$ cat src/rtl/puf_fu_issuer.sv
// rtl/puf_fu_issuer.sv - PUF challenge issuer: request FIFO, FU handshake, result capture, timeout
// Optional saturating completion/timeout counters are built when PUF_ISSUER_PERF_EN is defined.
module puf_fu_issuer #(
  parameter int unsigned XLEN          = 64,
  parameter int unsigned TRANS_ID_BITS = 3,
  parameter int unsigned DEPTH         = 4,
  parameter int unsigned TIMEOUT       = 64
) (
  input  logic                     clk_i,
  input  logic                     rst_ni,
  input  logic                     flush_i,
  input  logic                     req_valid_i,
  output logic                     req_ready_o,
  input  logic [XLEN-1:0]          req_challenge_i,
  input  logic [TRANS_ID_BITS-1:0] req_trans_id_i,
  output logic                     fu_valid_o,
  input  logic                     fu_ready_i,
  output logic [XLEN-1:0]          fu_operand_o,
  output logic [TRANS_ID_BITS-1:0] fu_trans_id_o,
  input  logic                     fu_res_valid_i,
  input  logic [XLEN-1:0]          fu_res_i,
  input  logic [TRANS_ID_BITS-1:0] fu_res_id_i,
  output logic                     wb_valid_o,
  output logic [XLEN-1:0]          wb_result_o,
  output logic [TRANS_ID_BITS-1:0] wb_trans_id_o,
  output logic                     wb_exception_o,
  output logic                     busy_o
`ifdef PUF_ISSUER_PERF_EN
  ,
  output logic [15:0]              perf_done_o,
  output logic [15:0]              perf_timeout_o
`endif
);

  localparam int unsigned AW = $clog2(DEPTH);
  localparam int unsigned TW = $clog2(TIMEOUT);

  typedef enum logic [1:0] {
    ST_IDLE,
    ST_WAIT,
    ST_WB
  } state_e;

  logic [XLEN-1:0]          chal_q [DEPTH];
  logic [TRANS_ID_BITS-1:0] tid_q  [DEPTH];
  logic [AW:0]              wptr_q, rptr_q;
  state_e                   state_q;
  logic [TW-1:0]            timer_q;
  logic [TRANS_ID_BITS-1:0] id_q;
  logic [XLEN-1:0]          res_q;
  logic                     exc_q;

  logic empty, full, push, pop, res_match, timed_out, wb_fire;

  // Extra wrap bit distinguishes full from empty when the index bits match.
  assign empty     = (wptr_q == rptr_q);
  assign full      = (wptr_q[AW] != rptr_q[AW]) && (wptr_q[AW-1:0] == rptr_q[AW-1:0]);
  assign push      = req_valid_i && !full && !flush_i;
  assign pop       = fu_valid_o && fu_ready_i;
  assign res_match = fu_res_valid_i && (fu_res_id_i == id_q);
  assign timed_out = (timer_q == TW'(TIMEOUT - 1));
  assign wb_fire   = (state_q == ST_WB) && !flush_i;

  assign req_ready_o    = !full;
  assign fu_valid_o     = (state_q == ST_IDLE) && !empty && !flush_i;
  assign fu_operand_o   = fu_valid_o ? chal_q[rptr_q[AW-1:0]] : '0;
  assign fu_trans_id_o  = fu_valid_o ? tid_q[rptr_q[AW-1:0]] : '0;
  assign wb_valid_o     = wb_fire;
  assign wb_result_o    = wb_fire ? res_q : '0;
  assign wb_trans_id_o  = wb_fire ? id_q : '0;
  assign wb_exception_o = wb_fire && exc_q;
  assign busy_o         = !empty || (state_q != ST_IDLE);

  always_ff @(posedge clk_i) begin
    if (push) begin
      chal_q[wptr_q[AW-1:0]] <= req_challenge_i;
      tid_q[wptr_q[AW-1:0]]  <= req_trans_id_i;
    end
  end

  always_ff @(posedge clk_i or negedge rst_ni) begin
    if (!rst_ni) begin
      wptr_q  <= '0;
      rptr_q  <= '0;
      state_q <= ST_IDLE;
      timer_q <= '0;
      id_q    <= '0;
      res_q   <= '0;
      exc_q   <= 1'b0;
    end else if (flush_i) begin
      wptr_q  <= '0;
      rptr_q  <= '0;
      state_q <= ST_IDLE;
      timer_q <= '0;
    end else begin
      if (push) wptr_q <= wptr_q + (AW+1)'(1);
      if (pop)  rptr_q <= rptr_q + (AW+1)'(1);
      case (state_q)
        ST_IDLE: begin
          if (pop) begin
            id_q    <= tid_q[rptr_q[AW-1:0]];
            timer_q <= '0;
            state_q <= ST_WAIT;
          end
        end
        ST_WAIT: begin
          timer_q <= timer_q + TW'(1);
          // A matching result beats a timeout landing in the same cycle.
          if (res_match) begin
            res_q   <= fu_res_i;
            exc_q   <= 1'b0;
            state_q <= ST_WB;
          end else if (timed_out) begin
            res_q   <= '0;
            exc_q   <= 1'b1;
            state_q <= ST_WB;
          end
        end
        ST_WB: begin
          state_q <= ST_IDLE;
        end
        default: state_q <= ST_IDLE;
      endcase
    end
  end

`ifdef PUF_ISSUER_PERF_EN
  logic [15:0] perf_done_q, perf_timeout_q;

  always_ff @(posedge clk_i or negedge rst_ni) begin
    if (!rst_ni) begin
      perf_done_q    <= '0;
      perf_timeout_q <= '0;
    end else if (wb_fire) begin
      if (exc_q) begin
        if (perf_timeout_q != 16'hFFFF) perf_timeout_q <= perf_timeout_q + 16'd1;
      end else begin
        if (perf_done_q != 16'hFFFF) perf_done_q <= perf_done_q + 16'd1;
      end
    end
  end

  assign perf_done_o    = perf_done_q;
  assign perf_timeout_o = perf_timeout_q;
`endif

endmodule
$ cat config.mk
export PLATFORM = sky130hd
export DESIGN_NAME = puf_fu_issuer
export DESIGN_NICKNAME = d
export VERILOG_FILES = /design/src/rtl/puf_fu_issuer.sv
export SDC_FILE = /design/constraint.sdc
export NUM_CORES = 1
export LEC_CHECK = 0
export BUFFER_PORTS_ARGS = -buffer_cell sky130_fd_sc_hd__buf_2
export CORE_UTILIZATION = 55
export DETAILED_ROUTE_END_ITERATION = 10
export PLACE_DENSITY = 0.82
export REMOVE_ABC_BUFFERS = 1
export SLEW_MARGIN = 20
export SYNTH_ARGS = -nofsm -noshare
export SYNTH_HDL_FRONTEND = slang
export SYNTH_SLANG_ARGS = --single-unit
$ cat constraint.sdc
create_clock -name clk_i -period 4.87 [get_ports clk_i]
set_clock_uncertainty 0.1 [all_clocks]
set_input_delay 0.2435 -clock clk_i [delete_from_list [all_inputs] [get_ports clk_i]]
set_output_delay 0.2435 -clock clk_i [all_outputs]
set_load 0.1 [all_outputs]
== Yosys cells after proc, flatten, opt, wreduce, memory -nomap -nowiden ==
Memories as Yosys holds them, arrays and structs flattened.
Index checks and enable logic that the tools add are counted.
Word-level totals
  memories kept: 2
  memory bits (writable): 268
  register bits: 82
  input port bits: 140
  logic and storage cells: 67
  output and inout port bits: 139
Memories
  chal_q: words 4, bits a word 64, read ports 1, clocked after Yosys merged registers in 0, wr ports 1, line 44  | logic [XLEN-1:0] chal_q [DEPTH];
  tid_q: words 4, bits a word 3, read ports 1, clocked after Yosys merged registers in 0, wr ports 1, line 45  | logic [TRANS_ID_BITS-1:0] tid_q [DEPTH];
Cells by class
  reductions and logical operators: 23
  add/sub/neg operators: 3
  multiplexer cells: 22
  bitwise gates (word level): 1
  equal/unequal tests: 9
Operators with widths (count)
  $mux 64: 4
  $mux 3: 6
  $mux 6: 2
  $pmux 6 s2: 1
  $logic_and 1x1->1: 9
  $mux 2: 4
  $reduce_bool 2->1: 4
  $add 3x1->3 const B: 2
  $add 6x1->6 const B: 1
  $eq 3x3->1: 2
  $eq 6x6->1 const B: 1
  $reduce_and 3->1: 2
  $mux 1: 4
  $ne 4x4->1 const B: 1
  $pmux 2 s2: 1
  $reduce_and 2->1: 2
  $logic_not 1->1: 3
  $ne 3x3->1 const B: 1
  $reduce_bool 3->1: 1
  $eq 2x1->1 const B: 1
  $eq 2x2->1: 1
  $eq 2x2->1 const B: 1
  $logic_not 2->1: 1
  $logic_or 1x1->1: 1
  other kinds (2): 2

== Depth between registers and ports, before layout ==
  word-level depth: 8
  depth in mapped cells: 6
  depth with buffers taken out: 5

== Worst setup path before layout ==
OpenSTA, ideal clock, no wires.
  path type: register -> register
  from: reg rptr_q[2]
  to: mem chal_q[0][0] (enable)
  library setup time: 0.432 ns
  period minus slack after synthesis: 3.360 ns
  buffers on the path: 0
  cell stages (with the launch flop): 5
  required time: 4.338 ns
  path slack: 1.510 ns
  data arrival time: 2.828 ns
  cell sequence: dfrtp_1 -> xnor2_1 -> o31ai_1 -> nor2_1 -> and2_1
On the way
  cells in the longest elaborated chain, start to end: 7
RTL lines
  from (decl): line 46  | logic [AW:0] wptr_q, rptr_q;
  from (signal assigned): line 97  | if (pop) rptr_q <= rptr_q + (AW+1)'(1);
  $ne 1x1->1: line 57  | assign full = (wptr_q[AW] != rptr_q[AW]) && (wptr_q[AW-1:0] == rptr_q[AW-1:0]);
  $logic_and 1x1->1: line 57
  $logic_not 1->1: line 58  | assign push = req_valid_i && !full && !flush_i;
  $logic_and 1x1->1 (2 in series): line 58
  $mux 1: line 75  | if (push) begin
  $mux 1 (not written as such): line 76  | chal_q[wptr_q[AW-1:0]] <= req_challenge_i;
  to (decl): line 44
No other way between the ends.

== Worst setup path in the final report ==
  from: reg rptr_q[1]
  to: out fu_operand_o[10]
On the way
  cells in the longest elaborated chain, start to end: 5
  elaborated cells on any way between the ends: 6
  classes of those cells: 1 x eq/ne; 1 x mux; 3 x reduce/logical; 1 x memory
RTL lines
  $eq 3x3->1: line 56  | assign empty = (wptr_q == rptr_q);
  $logic_not 1->1: line 65  | assign fu_valid_o = (state_q == ST_IDLE) && !empty && !flush_i;
  $logic_and 1x1->1 (2 in series): line 65
  $mux 64 *: line 66  | assign fu_operand_o = fu_valid_o ? chal_q[rptr_q[AW-1:0]] : '0;
  to (decl): line 18  | output logic [XLEN-1:0] fu_operand_o,
Every way passes the cells marked *; elsewhere a longest branch is shown, timed or not.

==> impl_metrics.json <==
{
  "drc": 0,
  "die_width_um": 161,
  "fillCellCount": 1374,
  "viasPerCell": 5.57,
  "synth-seq-area-share_pct": 72.9,
  "worst-slew-pin-transition_ps": 1040,
  "initial_core_util_pct": 56.5,
  "chipHeight_um": 161,
  "setup.worst_path.start": "rptr_q[1]$_DFFE_PN0P_",
  "final_cells": 1512,
  "clock-root-buffer": "sky130_fd_sc_hd__clkbuf_16",
  "synth.ff_latch_count": 350,
  "placed_cells_incl_taps": 1307,
  "count_of_buffers_inserted_at_the_top_level_ports": 278,
  "cts_tree": "done",
  "core_area_mm2": 0.0245,
  "top_cell_type_s_share_of_synthesized_area_pct": 58.1,
  "cts_buffer_depth": 3,
  "route.vias.total": 8426,
  "synth.area.top_cells": "sky130_fd_sc_hd__edfxtp_1 58%, sky130_fd_sc_hd__dfrtp_1 15%, sky130_fd_sc_hd__mux4_2 11%, sky130_fd_sc_hd__and2_1 6.3%, sky130_fd_sc_hd__a22o_1 4.2%",
  "gp_congestion": 0.804,
  "flow.area_growth_from_synthesis_pct": 31.1,
  "antenna_viol_nets_final": 0,
  "worst-endpoint-required_ps": 4530,
  "synth_edf_count": 268,
  "grt_overflow": 0,
  "layout-drive-gt1-share_pct": 35.5,
  "rsz0062_at_grt": "false",
  "grt_first_pass_wirelength_mm": 49.1,
  "worst_hold_slack_ps": 27.6,
  "maxSlewHeadroom_pct": 31.0,
  "grt.total_usage_pct": 25.1,
  "wl_per_cell_um": 21.2,
  "worstHoldPathType": "in -> reg",
  "timing.critical_path.fanout_max": 71,
  "r2r_start": "rptr_q[1]$_DFFE_PN0P_",
  "cts_sinks": 350,
  "initialDrtViolationCount": 746,
  "postSynth.asyncResetShare_pct": 23.4,
  "worstSetupPathType": "reg -> out",
  "timing.critical_path.to_type": "output port",
  "power.leakage_nw": 7.32,
  "htree_num_levels": 2,
  "cts.clk_slew.worst_paths_ps": 60,
  "timing.final.hold_violations": 0,
  "post-synth-top-count-cell": "sky130_fd_sc_hd__edfxtp_1",
  "status": "complete, no violations",
  "fp-row-count": 57,
  "ys_types": 42,
  "ir_drop_mv": 0.365,
  "grt_start_max_net_pins": 72,
  "post-dp-hpwl_mm": 17.7,
  "die_area_mm2": 0.0258,
  "number_of_global_route_vias_before_repair": 8910,
  "cts_buffers": 37,
  "min_period_over_period_pct": 76.9,
  "insertion_delay_ps": 530,
  "syn-mean-instance-area_um2": 18.6,
  "final_net_count": 1304,
  "setup_viol_count_final": 0,
  "maxCapViolations": 0,
  "achievable-frequency_mhz": 267,
  "synth_commonest_cells": "268 x sky130_fd_sc_hd__edfxtp_1, 139 x sky130_fd_sc_hd__and2_1, 82 x sky130_fd_sc_hd__dfrtp_1",
  "power.density_mw_per_mm2": 478,
  "rrSetupSlack_ps": 1610,
  "worst_ep_arrival_time_ps": 3400,
  "drt-pass1-iter-count": 5,
  "crit_path_start_kind": "register",
  "synthesis.yosys.warnings": 0,
  "synth.cell_area_mm2": 0.0138,
  "final_max_slew_viol_count": 0,
  "totalWireLength_mm": 32.1,
  "holdCritStartpoint": "req_valid_i",
  "synthDominantAreaCellType": "sky130_fd_sc_hd__edfxtp_1",
  "antenna_found_initial": 2,
  "synth_flop_cell": "sky130_fd_sc_hd__edfxtp_1",
  "postSynthCellCount": 743,
  "final_tns_setup_ps": 0,
  "fin_crit_ps": 3740,
  "io_pins": 279
}
timing repair:
action | in CTS | in global routing
hold buffers | 135 | 0
endpoints found under the hold margin | 351 | 0
buffers inserted | 0 | 0
gates resized for setup | 0 | 0
final cells by class:
cell class              instances  area [um2]  area share (%)
multi-input cells             343        3560            19.6
well taps                     324         405            2.23
inverters                       5        18.8           0.103
clock inverters                17         181           0.999
clock buffers                  50        1060            5.82
diodes                          2        5.00          0.0276
repair buffers                421        2820            15.5
flip-flops and latches        350       10100            55.7
worst max-delay path: stages (launching register included):
cell	delay, ps
sky130_fd_sc_hd__dfrtp_4	1090
sky130_fd_sc_hd__xnor2_1	330
sky130_fd_sc_hd__a311oi_4	340
sky130_fd_sc_hd__buf_4	400
sky130_fd_sc_hd__and2_1	210
sky130_fd_sc_hd__buf_2	440
power by group:
part	internal, W	switching, W	total [W]
Sequential	0.00358	0.000270	0.00385
Combinational	0.000707	0.00131	0.00201
Clock	0.00169	0.00113	0.00282
Total	0.00598	0.00271	0.00869
per-layer routing:
metal,GRT usage [%],vias up,wire (um)
met1,31.2,4183,12300
met2,43.4,435,16400
met3,5.58,72,2460
met5,0,-,0
met4,9.09,0,973
li1,-,3736,-
stage by stage:
step | setup slack, ps | total power, W | util [%] | instance area (um2)
final | 1130 | 0.00869 | 74.0 | 18200
after global routing | 904 | 0.00897 | 74.0 | 18200
after CTS | 1080 | 0.00870 | 73.9 | 18100
after detailed placement | 1560 | 0.00581 | 63.4 | 15500
after global placement | 1640 | 0.00577 | 63.4 | 15500
after floorplan | -4870 | 0.00536 | - | 13600
kinds of logic after synthesis:
logic type | Yosys count | share of synthesized area [%]
compound gates | 77 | 4.93
xor+xnor | 13 | 0.822
fa+ha+maj | 6 | 0.542
buf+inv | 50 | 1.64
flops | 350 | 72.9
mux | 75 | 11.5
simple gates | 172 | 7.62
final timing paths:
kind                                            to  depth (start not counted)
setup / recovery                  fu_operand_o[10]                          5
hold / removal               wptr_q[2]$_DFFE_PN0P_                          4
setup reg to reg           chal_q[3][56]$_DFFE_PP_                          4
hold reg to reg               res_q[7]$_DFFE_PN0P_                          1
max in group asynchronous    res_q[28]$_DFFE_PN0P_                          3
min in group asynchronous    res_q[54]$_DFFE_PN0P_                          3
cell usage in the layout (no fill, tap or decap), types with 2 or more instances in the layout:
| master | synthesis | routed |
|---|---|---|
| sky130_fd_sc_hd__buf_2 | 23 | 277 |
| sky130_fd_sc_hd__edfxtp_1 | 268 | 268 |
| sky130_fd_sc_hd__and2_1 | 139 | 135 |
| sky130_fd_sc_hd__dlygate4sd3_1 | 0 | 135 |
| sky130_fd_sc_hd__dfrtp_1 | 82 | 80 |
| sky130_fd_sc_hd__mux4_2 | 67 | 67 |
| sky130_fd_sc_hd__a22o_1 | 66 | 66 |
| sky130_fd_sc_hd__clkbuf_16 | 0 | 38 |
| sky130_fd_sc_hd__xor2_1 | 9 | 9 |
| sky130_fd_sc_hd__nor2_1 | 9 | 8 |
| sky130_fd_sc_hd__buf_4 | 1 | 8 |
| sky130_fd_sc_hd__clkinv_1 | 0 | 7 |
| sky130_fd_sc_hd__ha_1 | 6 | 6 |
| sky130_fd_sc_hd__clkbuf_8 | 0 | 6 |
| sky130_fd_sc_hd__clkbuf_1 | 19 | 6 |
| sky130_fd_sc_hd__inv_1 | 5 | 5 |
| sky130_fd_sc_hd__xnor2_1 | 4 | 4 |
| sky130_fd_sc_hd__and2_4 | 0 | 4 |
| sky130_fd_sc_hd__mux2_1 | 4 | 4 |
| sky130_fd_sc_hd__nand2b_1 | 4 | 4 |
| sky130_fd_sc_hd__nand3_1 | 4 | 4 |
| sky130_fd_sc_hd__clkinv_2 | 0 | 4 |
| sky130_fd_sc_hd__mux2i_1 | 3 | 3 |
| sky130_fd_sc_hd__nor2b_1 | 3 | 3 |
| sky130_fd_sc_hd__bufinv_16 | 0 | 3 |
| sky130_fd_sc_hd__diode_2 | 0 | 2 |
| sky130_fd_sc_hd__nand4_1 | 2 | 2 |
| sky130_fd_sc_hd__and3_1 | 2 | 2 |
| sky130_fd_sc_hd__nand2_1 | 2 | 2 |
| sky130_fd_sc_hd__dfrtp_4 | 0 | 2 |
sequential cells by signal (all words and copies together), names as in the netlist:
name / cells
chal_q: 256
exc_q: 1
id_q: 3
res_q: 64
rptr_q: 3
state_q: 2
tid_q: 12
timer_q: 6
wptr_q: 3
(Power assumes the default switching activity.)
